$ cat config.mk
export PLATFORM = sky130hd
export DESIGN_NAME = hit_event_gen
export DESIGN_NICKNAME = d
export VERILOG_FILES = /design/src/rtl/hit_event_gen.sv
export SDC_FILE = /design/constraint.sdc
export NUM_CORES = 1
export LEC_CHECK = 0
export BUFFER_PORTS_ARGS = -buffer_cell sky130_fd_sc_hd__buf_2
export CELL_PAD_IN_SITES_DETAIL_PLACEMENT = 2
export CELL_PAD_IN_SITES_GLOBAL_PLACEMENT = 2
export CORE_MARGIN = 2
export CORE_UTILIZATION = 31
export CTS_CLUSTER_SIZE = 25
export DETAILED_ROUTE_END_ITERATION = 10
export PLACE_DENSITY_LB_ADDON = 0.1
export SLEW_MARGIN = 40
export SYNTH_ARGS = -nofsm -noshare
export SYNTH_HDL_FRONTEND = slang
export SYNTH_SLANG_ARGS = --single-unit
$ cat constraint.sdc
create_clock -name clk -period 3.48 [get_ports clk]
set_clock_uncertainty 0.15 [all_clocks]
set_input_delay 0.696 -clock clk [delete_from_list [all_inputs] [get_ports clk]]
set_output_delay 0.696 -clock clk [all_outputs]
set_load 0.01 [all_outputs]
$ cat src/rtl/hit_event_gen.sv
// Player/hazard collision detector with three-life ARMED/IMMUNE/DEAD state machine.
// Optional invincibility blinking is compiled in when the HIT_FLASH_EN macro is defined.
module hit_event_gen #(
  parameter int PW           = 16,
  parameter int PH           = 16,
  parameter int HW           = 16,
  parameter int HH           = 16,
  parameter int IFRAMES      = 60,
  parameter int FLASH_FRAMES = 4
) (
  input  logic       clk,
  input  logic       rst,
  input  logic       frame_tick,
  input  logic [9:0] player_x,
  input  logic [9:0] player_y,
  input  logic [9:0] haz_x,
  input  logic [9:0] haz_y,
  input  logic       haz_valid,
  output logic       wasHit,
  output logic [1:0] lives_left,
  output logic       game_over,
  output logic       player_visible
);

  typedef enum logic [1:0] {
    ARMED  = 2'd0,
    IMMUNE = 2'd1,
    DEAD   = 2'd2
  } state_t;

  localparam logic [10:0] PW_L     = 11'(PW);
  localparam logic [10:0] PH_L     = 11'(PH);
  localparam logic [10:0] HW_L     = 11'(HW);
  localparam logic [10:0] HH_L     = 11'(HH);
  localparam logic [7:0]  IFR_LAST = 8'(IFRAMES - 1);

  // 11-bit extents so a sprite near the right/bottom edge cannot wrap to 0.
  logic [10:0] px_w, py_w, hx_w, hy_w;
  logic [10:0] px_end, py_end, hx_end, hy_end;
  logic        overlap;

  assign px_w   = {1'b0, player_x};
  assign py_w   = {1'b0, player_y};
  assign hx_w   = {1'b0, haz_x};
  assign hy_w   = {1'b0, haz_y};
  assign px_end = px_w + PW_L;
  assign py_end = py_w + PH_L;
  assign hx_end = hx_w + HW_L;
  assign hy_end = hy_w + HH_L;

  assign overlap = haz_valid
                 & (px_w < hx_end) & (hx_w < px_end)
                 & (py_w < hy_end) & (hy_w < py_end);

  state_t      state_q;
  logic [7:0]  frame_cnt_q;
  logic        was_hit_q;
  logic [1:0]  lives_q;
  logic        game_over_q;
  logic        visible_q;

`ifdef HIT_FLASH_EN
  localparam logic [3:0] FLASH_LAST = 4'(FLASH_FRAMES - 1);
  logic [3:0] blink_cnt_q;
`endif

  always_ff @(posedge clk) begin
    if (rst) begin
      state_q     <= ARMED;
      frame_cnt_q <= 8'd0;
      was_hit_q   <= 1'b0;
      lives_q     <= 2'd3;
      game_over_q <= 1'b0;
      visible_q   <= 1'b1;
`ifdef HIT_FLASH_EN
      blink_cnt_q <= 4'd0;
`endif
    end else begin
      was_hit_q <= 1'b0;
      case (state_q)
        ARMED: begin
          visible_q <= 1'b1;
          if (frame_tick && overlap && (lives_q != 2'd0)) begin
            was_hit_q   <= 1'b1;
            lives_q     <= lives_q - 2'd1;
            frame_cnt_q <= 8'd0;
            if (lives_q == 2'd1) begin
              state_q     <= DEAD;
              game_over_q <= 1'b1;
              visible_q   <= 1'b0;
            end else begin
              state_q <= IMMUNE;
`ifdef HIT_FLASH_EN
              visible_q   <= 1'b0;
              blink_cnt_q <= 4'd0;
`else
              visible_q   <= 1'b1;
`endif
            end
          end
        end
        IMMUNE: begin
          if (frame_tick) begin
`ifdef HIT_FLASH_EN
            if (blink_cnt_q == FLASH_LAST) begin
              blink_cnt_q <= 4'd0;
              visible_q   <= ~visible_q;
            end else begin
              blink_cnt_q <= blink_cnt_q + 4'd1;
            end
`endif
            // Re-arm assignment comes last so it overrides any blink toggle.
            if (frame_cnt_q == IFR_LAST) begin
              state_q     <= ARMED;
              frame_cnt_q <= 8'd0;
              visible_q   <= 1'b1;
            end else begin
              frame_cnt_q <= frame_cnt_q + 8'd1;
            end
          end
        end
        DEAD: begin
          lives_q     <= 2'd0;
          game_over_q <= 1'b1;
          visible_q   <= 1'b0;
        end
        default: begin
          state_q <= ARMED;
        end
      endcase
    end
  end

  assign wasHit         = was_hit_q;
  assign lives_left     = lives_q;
  assign game_over      = game_over_q;
  assign player_visible = visible_q;

endmodule

**After elaboration in Yosys (flattened, before gate mapping)**

Cells that the tools add are included.

- Input bits: 44
- Output and inout port bits: 5
- Register bits: 15

- Mux-type cells: 20
- Add/sub/neg operators: 6
- $lt $le $gt $ge: 4
- Bitwise logic cells: 6
- Reduce and logical (&&, ||, !) cells: 13
- Equality and inequality tests: 8

Operator list:

| kind | count |
|---|---|
| adder 10 x 5 -> 11 bit (second input constant) | 4 |
| < comparator 10 x 11 -> 1 bit | 4 |
| 2-to-1 mux 8 bit | 3 |
| case mux 8 bit (2 select lines) | 1 |
| 2-to-1 mux 2 bit | 5 |
| AND reduction 3 bit | 3 |
| adder 8 x 1 -> 8 bit (second input constant) | 1 |
| == test 8 x 6 -> 1 bit (second input constant) | 1 |
| inequality test 2 bit (second input constant) | 4 |
| 2-to-1 mux 1 bit | 7 |
| case mux 2 bit (3 select lines) | 1 |
| nonzero test 2 bit | 3 |
| bitwise AND 1 bit | 4 |
| == test 2 x 1 -> 1 bit (second input constant) | 2 |
| case mux 2 bit (2 select lines) | 1 |
| AND reduction 4 bit | 1 |
| case mux 1 bit (3 select lines) | 1 |
| nonzero test 3 bit | 1 |
| == test 2 bit (second input constant) | 1 |
| logical AND 1 bit | 2 |
| logical NOT 2 bit | 1 |
| inverter 1 bit | 2 |
| case mux 1 bit (2 select lines) | 1 |
| AND reduction 2 bit | 1 |
| other kinds (2) | 2 |

**Depth between registers and ports, before layout**

- Depth in word-level cells: 10
- Depth in mapped cells: 11
- Depth with buffers taken out: 11

**Worst setup path before layout**

No wires, ideal clock.

- Path type: in2reg
- Start: in haz_x[4]
- End: reg visible_q (netlist: player_visible)
- Slack: 301 ps
- Library setup time: 132 ps
- Cell stages on the path: 11
- Buffers on the path: 0
- Data arrival time: 2897 ps
- Required time: 3198 ps
- Path through: ha_1 -> and3_1 -> xnor2_1 -> ha_1 -> nand3_1 -> a32o_1 -> o221ai_1 -> a211o_1 -> nor3_2 -> a31oi_1 -> or3b_2

- Cells in the longest elaborated chain, start to end: 10

RTL lines:

| item | line | text |
|---|---|---|
| from (decl) | 16 | `input logic [9:0] haz_x,` |
| adder 10 x 5 -> 11 bit | 48 | `assign hx_end = hx_w + HW_L;` |
| < comparator 10 x 11 -> 1 bit | 52 | `& (px_w < hx_end) & (hx_w < px_end)` |
| bitwise AND 1 bit | 52 |  |
| bitwise AND 1 bit * | 52 |  |
| bitwise AND 1 bit * (2 in a row) | 53 | `& (py_w < hy_end) & (hy_w < py_end);` |
| logical AND 1 bit * (2 in a row) | 83 | `if (frame_tick && overlap && (lives_q != 2'd0)) begin` |
| 2-to-1 mux 1 bit * | 83 |  |
| case mux 1 bit (3 select lines) * | 80 | `case (state_q)` |
| to (signal assigned) | 82 | `visible_q <= 1'b1;` |
| to (signal assigned) | 90 | `visible_q <= 1'b0;` |
| to (signal assigned) | 97 | `visible_q <= 1'b1;` |
| to (decl) | 60 | `logic visible_q;` |

Every way passes the cells marked *; elsewhere a longest branch is shown, timed or not.
A chain may end at the register's enable or synchronous reset.

**Worst setup path in the final report**

- Start: in player_x[4]
- End: reg frame_cnt_q[3]

- Cells in the longest elaborated chain, start to end: 9

RTL lines:

| item | line | text |
|---|---|---|
| from (decl) | 14 | `input logic [9:0] player_x,` |
| adder 10 x 5 -> 11 bit / < comparator 10 x 11 -> 1 bit (equally long branches) | 46, 52 |  |
| < comparator 10 x 11 -> 1 bit / bitwise AND 1 bit (equally long branches) | 52 |  |
| bitwise AND 1 bit * | 52 |  |
| bitwise AND 1 bit * (2 in a row) | 53 |  |
| logical AND 1 bit * (2 in a row) | 83 |  |
| inequality test 2 bit (no source line) * | -- |  |
| AND reduction 3 bit (no source line) * | -- |  |
| to (signal assigned) | 118 | `frame_cnt_q <= frame_cnt_q + 8'd1;` |
| to (decl) | 56 | `logic [7:0] frame_cnt_q;` |

Marks and branches as above.

==> reports/summary.txt <==
Status: finished, final reports clean
Post-synthesis async set-or-reset flop share: 0
Number of flops mapped to enable cells by yosys: 0
Largest net degree at the start of global routing: 18
Critical-path cell list: buf_2 > ha_1 > xnor2_1 > ha_1 > a21oi_1 > o221ai_1 > a21o_1 > a211o_1 > o31a_1 > or4_1 > a21oi_1
Final Critical Period: 3233 ps
Pwr Density: 222.5 nW/um^2
Synth cell types: 43
Worst setup EP type: flop
Cell family with most CP delay: compound AO/OA/AOI/OAI gates
Vias in the first global route: 2312
Share of layout cells above drive strength 1: 0.1981
Clock insertion delay at the later pin of the skew report: 260 ps
CP max stage cell: or4_1
Root buffer selected by CTS: clkbuf_8
Max clock buf depth: 2
Fmax achieved: 309.3 MHz
Worst-Margin Slew: 547.9 ps
First-pass GRT wire length: 10.27 mm
Setup tns final: 0 ps
Max_slew headroom: 0.6336
GPL Wtd Cong: 0.7895
DRC Markers: 0
Crit path DAT: 3260 ps
Final Hold Vio Count: 0
Row count: 29
TritonRoute pass-1 iters: 4
Clock Sinks: 15
Synthesized Nets: 347
Tot GR Track Use: 0.1717
Synth Warn #: 0
Worst R2R Setup Slack: 1080 ps
I/O Pins: 49
Vias: 2104
Core area: 6314 sq um
Max Cap Viol: 0
R2R Path Start: lives_left[0]
Clock-pin slew on the worst setup and hold paths: 60 ps
Wire per inst: 15.05 microns
Setup repair after global routing missed its margin: no
Gate Count Post-Synth: 258
1st-iter DRT viols: 20
Final net count: 403
Hold_sp: frame_cnt_q[0]
Die W: 84.61 microns
Postcts setup bufs: 0
Initial antenna violation count: 0
Syn Area/Cell: 7.808 sq um
Die height: 84.61 microns
CTS H-tree lvls: 1
Final Slew Violations: 0
Number of CTS-inserted buffers: 3
Antenna cell count: 0
Buf+Inv Stages, Crit Path: 1
Hpwl dp: 5.098 mm
Setup CP Type: in2reg
Yosys reg bits: 15
Fin area: 2435 sq um
Area of the mapped netlist: 2014 sq um
CP max FO: 4
Sequential area share after synthesis: 0.1491
Crit path required time: 3510 ps
Most used DFF post-synth: dfxtp_1
Initial core utilization: 0.3191
Grt total ovfl: 0
CTS tree: built
Largest stage delay, worst path: 470 ps
Die Area: 7159 sq um
Area delta synth->final: 20.87%
Area post-placement: 2389 sq um
CTS Hold Buffers Added: 0
Leak: 0.001135 uW
CP startpoint: player_x[4]
CP Launch Type: input port
WL final: 5.869 mm
Worst VDD drop: 181.4 uV
Via density: 5.395
Port bufs: 48
Antenna viol nets, final: 0
Fillers: 778
Post-cts sizing count: 0
HP Class: reg2reg
Part of the cycle the worst path needs: 0.9291
Final setup vio count: 0
-- sequential cells by signal, indices dropped and copies added (netlist names) --
register	flops
state_q	2
player_visible	1
game_over	1
wasHit	1
frame_cnt_q	8
lives_left	2
-- through the flow --
| stage | instances | total power [uW] | utilization | hold WS (ps) | setup WS, ps |
|---|---|---|---|---|---|
| finish | 390 | 541.9 | 0.3857 | 349.5 | 246.8 |
| CTS | 390 | 557.7 | 0.3857 | 358.0 | 230.7 |
| global route | 390 | 592.0 | 0.3857 | 390.1 | 83.41 |
| detailed placement | 386 | 405.1 | 0.3783 | 334.2 | -23.04 |
| global placement | 386 | 398.1 | 0.3783 | 331.1 | 26.98 |
| floorplan | 258 | 311.7 | - | 308.0 | 301.1 |
-- metal layers --
layer,global-route usage,share of wire,vias up
met3,0.02852,0.033,2
li1,-,-,1057
met1,0.1989,0.45,1009
met4,0.02165,0.0026,0
met5,0,0,-
met2,0.3350,0.51,36
-- cells by family (layout without fill, tap and decap cells) --
group,Yosys count,in the layout,share of synthesized area
adder cells (fa/ha/maj),45,45,0.2795
AND/OR/NAND/NOR,82,82,0.2168
buffers and inverters,31,86,0.05776
flip-flops,15,15,0.1491
XOR/XNOR,16,16,0.06956
multiplexers,1,1,0.004969
AO/OA/AOI/OAI,68,68,0.2224
-- worst reg2reg max path: stages, from the launching register on --
cell     delay (ps)
dfxtp_1         390
inv_1            60
ha_1            190
nor2_1          130
nand4_1         110
a211o_1         340
o31a_1          330
or4_1           470
a21oi_1         150
-- cell usage after synthesis (all sizes together) (2+ instances only) --
library cell  number  share of area
ha                45           0.28
inv               27          0.050
a21oi             20          0.050
o21ai             19          0.047
nand2             18          0.034
nand3             18          0.045
dfxtp             15           0.15
nor2              11          0.020
xor2              10          0.043
and3               7          0.022
nor2b              6          0.019
xnor2              6          0.026
a32o               5          0.025
a211o              4          0.017
a31oi              4          0.012
nand4              4          0.012
clkbuf             3         0.0056
nand2b             3         0.0093
nor3               3         0.0099
nor4b              3          0.013
o32ai              3          0.013
nor3b              2         0.0075
o21a               2         0.0075
o221ai             2         0.0087
o31ai              2         0.0075
-- final timing paths --
path	end	depth (start not counted)
max reg2reg	frame_cnt_q[3]	8
min reg2reg	frame_cnt_q[0]	2
max	frame_cnt_q[3]	11
min	frame_cnt_q[0]	2
-- cell type report --
cell class	instances	area, sq um	area share
clock buffers	3	41.29	0.01696
clock inverters	1	5.005	0.002055
inverters	27	101.3	0.04162
multi-input cells	212	1598	0.6562
flip-flops and latches	15	300.3	0.1233
well taps	77	96.34	0.03957
repair buffers	55	292.8	0.1202
-- layout by cell type, fill, tap and decap left out, types with 2 or more instances in the layout --
cell	count
a31oi_1	4
nor2_1	11
xnor2_1	6
o31ai_1	2
and3_1	7
nor3b_1	2
o21ai_1	2
inv_1	27
nand2b_1	3
ha_1	45
nor2b_1	6
o221ai_1	2
nand2_1	18
o21ai_0	17
nand4_1	4
a32o_1	5
o32ai_1	3
nor3_1	2
xor2_1	10
buf_4	7
nand3_1	18
buf_2	48
clkbuf_8	3
a211o_1	4
a21oi_1	20
dfxtp_1	15
nor4b_1	3
o21a_1	2
-- power by group --
part	switching, uW	total, uW	internal, uW
registers	1.93	176	174
logic	123	219	96.2
clock network	66.9	146	79.4
total	192	542	350
Power figures use the tool's default switching activity.
